`config.mk`:
```
export PLATFORM = sky130hd
export DESIGN_NAME = t02_regfile_dumper
export DESIGN_NICKNAME = d
export VERILOG_FILES = /design/src/rtl/t02_regfile_dumper.sv
export SDC_FILE = /design/constraint.sdc
export NUM_CORES = 1
export LEC_CHECK = 0
export CORE_AREA = 10 10 110 112
export DETAILED_ROUTE_END_ITERATION = 7
export DIE_AREA = 0 0 120 122
export HOLD_SLACK_MARGIN = 0.03
export SLEW_MARGIN = 5
export SYNTH_ARGS = -nofsm -noshare
export SYNTH_HDL_FRONTEND = slang
export SYNTH_SLANG_ARGS = --single-unit
```
`constraint.sdc`:
```
create_clock -name clk -period 4.01 [get_ports clk]
set_input_delay 1.0025 -clock clk [delete_from_list [all_inputs] [get_ports clk]]
set_output_delay 1.0025 -clock clk [all_outputs]
set_load 0.02 [all_outputs]
```
`src/rtl/t02_regfile_dumper.sv`:
```
// rtl/t02_regfile_dumper.sv - streams a register file out word by word with a running XOR checksum
// READ samples the combinational read port, SEND offers the word until it is accepted.
module t02_regfile_dumper #(
    parameter int NUM_REGS = 32,
    parameter int DATA_W   = 32
) (
    input  logic              clk,
    input  logic              nRST,
    input  logic              start,
    input  logic              abort,
    output logic [4:0]        rf_read_index,
    input  logic [DATA_W-1:0] rf_read_data,
    output logic [DATA_W-1:0] out_data,
    output logic [4:0]        out_index,
    output logic              out_valid,
    input  logic              out_ready,
    output logic              busy,
    output logic              done,
    output logic [DATA_W-1:0] checksum
);

    typedef enum logic [1:0] {
        IDLE = 2'd0,
        READ = 2'd1,
        SEND = 2'd2,
        DONE = 2'd3
    } state_t;

    localparam logic [4:0] LAST_IDX = 5'(NUM_REGS - 1);

    state_t            r_state;
    logic [4:0]        r_idx;
    logic [DATA_W-1:0] r_out_data;
    logic [4:0]        r_out_index;
    logic [DATA_W-1:0] r_checksum;

    always_ff @(posedge clk or negedge nRST) begin
        if (!nRST) begin
            r_state     <= IDLE;
            r_idx       <= 5'd0;
            r_out_data  <= '0;
            r_out_index <= 5'd0;
            r_checksum  <= '0;
        end else begin
            case (r_state)
                IDLE: begin
                    if (start && !abort) begin
                        r_idx      <= 5'd0;
                        r_checksum <= '0;
                        r_state    <= READ;
                    end
                end
                READ: begin
                    if (abort) begin
                        r_state <= IDLE;
                    end else begin
                        r_out_data  <= rf_read_data;
                        r_out_index <= r_idx;
                        r_state     <= SEND;
                    end
                end
                SEND: begin
                    // abort wins over a handshake landing on the same edge
                    if (abort) begin
                        r_state <= IDLE;
                    end else if (out_ready) begin
                        r_checksum <= r_checksum ^ r_out_data;
                        if (r_idx == LAST_IDX) begin
                            r_state <= DONE;
                        end else begin
                            r_idx   <= r_idx + 5'd1;
                            r_state <= READ;
                        end
                    end
                end
                DONE: begin
                    r_state <= IDLE;
                end
                default: begin
                    r_state <= IDLE;
                end
            endcase
        end
    end

    assign rf_read_index = r_idx;
    assign out_data      = r_out_data;
    assign out_index     = r_out_index;
    assign checksum      = r_checksum;
    assign out_valid     = (r_state == SEND);
    assign busy          = (r_state != IDLE);
    assign done          = (r_state == DONE);

endmodule

```
==> results.ini <==
[floorplan]
start_util_pct = 34.00
die_area_sq_mm = 0.01464
rows = 37
die_h_microns = 122
fp.dieW_microns = 120
io-pin-count = 114
core_sq_mm = 0.01005

[logic_synthesis]
ys.flop_type = dfrtp_1
ys_seq_elements = 76
synthArstFlopShare_pct = 100.0
synth_fp_nets = 293
ys_types = 30
synth_cells = 254
synth_warnings = 0
synth.avg_cell_area_sq_um = 13.45
synth_area_sq_mm = 0.003416
synth_edf_count = 0
synth-seq-area-share_pct = 55.68

[placed_design]
gp_congestion = 0.7004
dpl-instance-area_sq_mm = 0.004642
dp_hpwl_microns = 6010
placedCellCount = 492
port_buffers = 113

[global_routing]
gr-total-overflow = 0
grt_max_degree = 77
antenna_found_initial = 0
grt_pass1_wl_microns = 14370
track_usage_pct = 12.16
grt.busiest_layer = met2
grt_pass1_vias = 2720
met3_usage_pct = 5.874
use_met1_pct = 14.75
use_met2_pct = 18.29

[drt]
viasPerCell = 4.992
drt_iter0_drc = 66
drc_errors = 0
wl_microns = 8824
final_antenna_net_count = 0
vias = 2531
first_pass_iters = 4
wl_per_cell_microns = 17.40

[clock_network]
cts_tree = done
cts_sinks = 76
clock_path_buffers = 2
postCtsSetupBuffers = 0
clk_pin_slew_ns = 0.08
htree_levels = 3
numCtsBuffers = 9
cts_resized = 0
cts_root_buffer = clkbuf_8
insertion_delay_ns = 0.34
postCtsHoldBufs = 0

[cells_and_area]
register_area_sq_mm = 0.001902
multiInputGateArea_sq_mm = 0.001411
fin_util_pct = 48.59
num_antenna_cells = 0
fin_cells = 507
final_nets = 406
nFillCells = 929
drive_gt1_share_pct = 16.17
finalInstanceArea_sq_mm = 0.004881
syn_to_final_growth_pct = 42.89

[setup_path]
critPathLaunchType = flop
critPathRequiredTime_ns = 3.01
critPathKind = flop to primary output
crit_fanout = 7
crit_path_end_kind = primary output
arrival_ns = 1.67
r2r_cells = 6

[pwr]
power_density_mw_per_mm2 = 502.1
power.leakage_nw = 2.023
peakVddDrop_mv = 0.2599

[sta]
hold_ws_ns = 0.5148
fin_crit_sh_pct = 66.60
worst_pin_slew_ns = 0.9556
finalClockSkew_ns = 0.006807
finalSetupViolCount = 0
hold_viol_final = 0
slew_viol_final = 0
rsz0062_at_grt = no
period_needed_ns = 2.671
relSlewSlack_pct = 36.30
tns_ns = 0
timing.fmax_mhz = 374.5

[run]
cap_viol_max_count = 0

[status]
status = complete, no violations

[hold_path]
whs_path_depth = 1
hp-class = flop to flop

[worst paths after layout]
| kind | from | to | slack [ns] |
|---|---|---|---|
| setup / recovery | r_state[1] | busy | 1.34 |
| hold / removal | out_index[0] | out_index[0] | 0.51 |
| setup reg to reg | rf_read_index[0] | rf_read_index[2] | 2.24 |
| hold reg to reg | out_index[0] | out_index[0] | 0.51 |
| max in group asynchronous | nRST | checksum[10] | 2.59 |
| min in group asynchronous | nRST | out_data[30] | 0.82 |
[cell usage after synthesis (3+ instances only)]
cell type,n,area [sq um]
buf_6,6,67.56
nor3b_1,32,240.2
buf_2,5,25.02
dfrtp_1,76,1902
nor2b_1,33,206.5
mux2_2,36,405.4
nor2_1,3,11.26
a221o_1,32,320.3
and3_1,3,18.77
[cell usage in the layout, fill, tap and decap left out, types with 2 or more instances in the layout]
cell type	n
a221o_1	32
a22o_1	2
and3_1	3
buf_4	4
bufinv_16	3
clkbuf_8	10
clkdlybuf4s50_1	112
dfrtp_1	76
ha_1	2
inv_1	2
mux2_1	2
mux2_2	36
nand2_1	2
nand2b_1	2
nor2_1	3
nor2b_1	32
nor3b_1	32
[sequential cells by signal, indices dropped and copies added, names as in the netlist]
register / cells
rf_read_index: 5
r_state: 2
out_index: 5
out_data: 32
checksum: 32
[logic make-up (layout without fill, tap and decap cells)]
family,Yosys count,in the layout,synth area share [%]
buf+inv,16,133,3.370
compound gates,38,38,10.70
mux,39,39,12.97
flops,76,76,55.68
fa+ha+maj,2,2,0.7325
simple gates,83,83,16.56
[report_power, final]
group          total, mW  leakage [nW]  switching, mW  internal (mW)
logic              0.714         0.925          0.318          0.396
registers           1.03         0.983          0.135          0.899
clock network      0.703         0.116          0.276          0.428
[routing by layer]
metal / routed length, microns / vias to the layer above / part of all wire, %
li1: - / 1175 / -
met1: 3777 / 1269 / 43
met2: 4038 / 77 / 46
met3: 892 / 10 / 10
met4: 115 / 0 / 1.3
met5: 0 / - / 0
[stage by stage]
stage                     total power [mW]  setup WS (ns)
after CTS                            2.492          1.314
after floorplan                      1.383          2.080
after global placement               1.764          1.222
after global routing                 2.583          1.261
final                                2.451          1.339
after detailed placement             1.777          1.207
[cell type report]
class                   count  share of cell area, %
well taps                 136                  3.486
multi-input cells         162                  28.92
repair buffers            116                  23.58
clock inverters             4                  1.999
clock buffers              11                  2.897
flip-flops and latches     76                  38.96
inverters                   2                 0.1538
[worst max-delay path, stage by stage, from the launching register on]
cell and delay (ns):
dfrtp_1 0.46, or2_2 0.32, clkdlybuf4s50_1 0.54
Note: power is estimated with default switching activity, not from simulation.
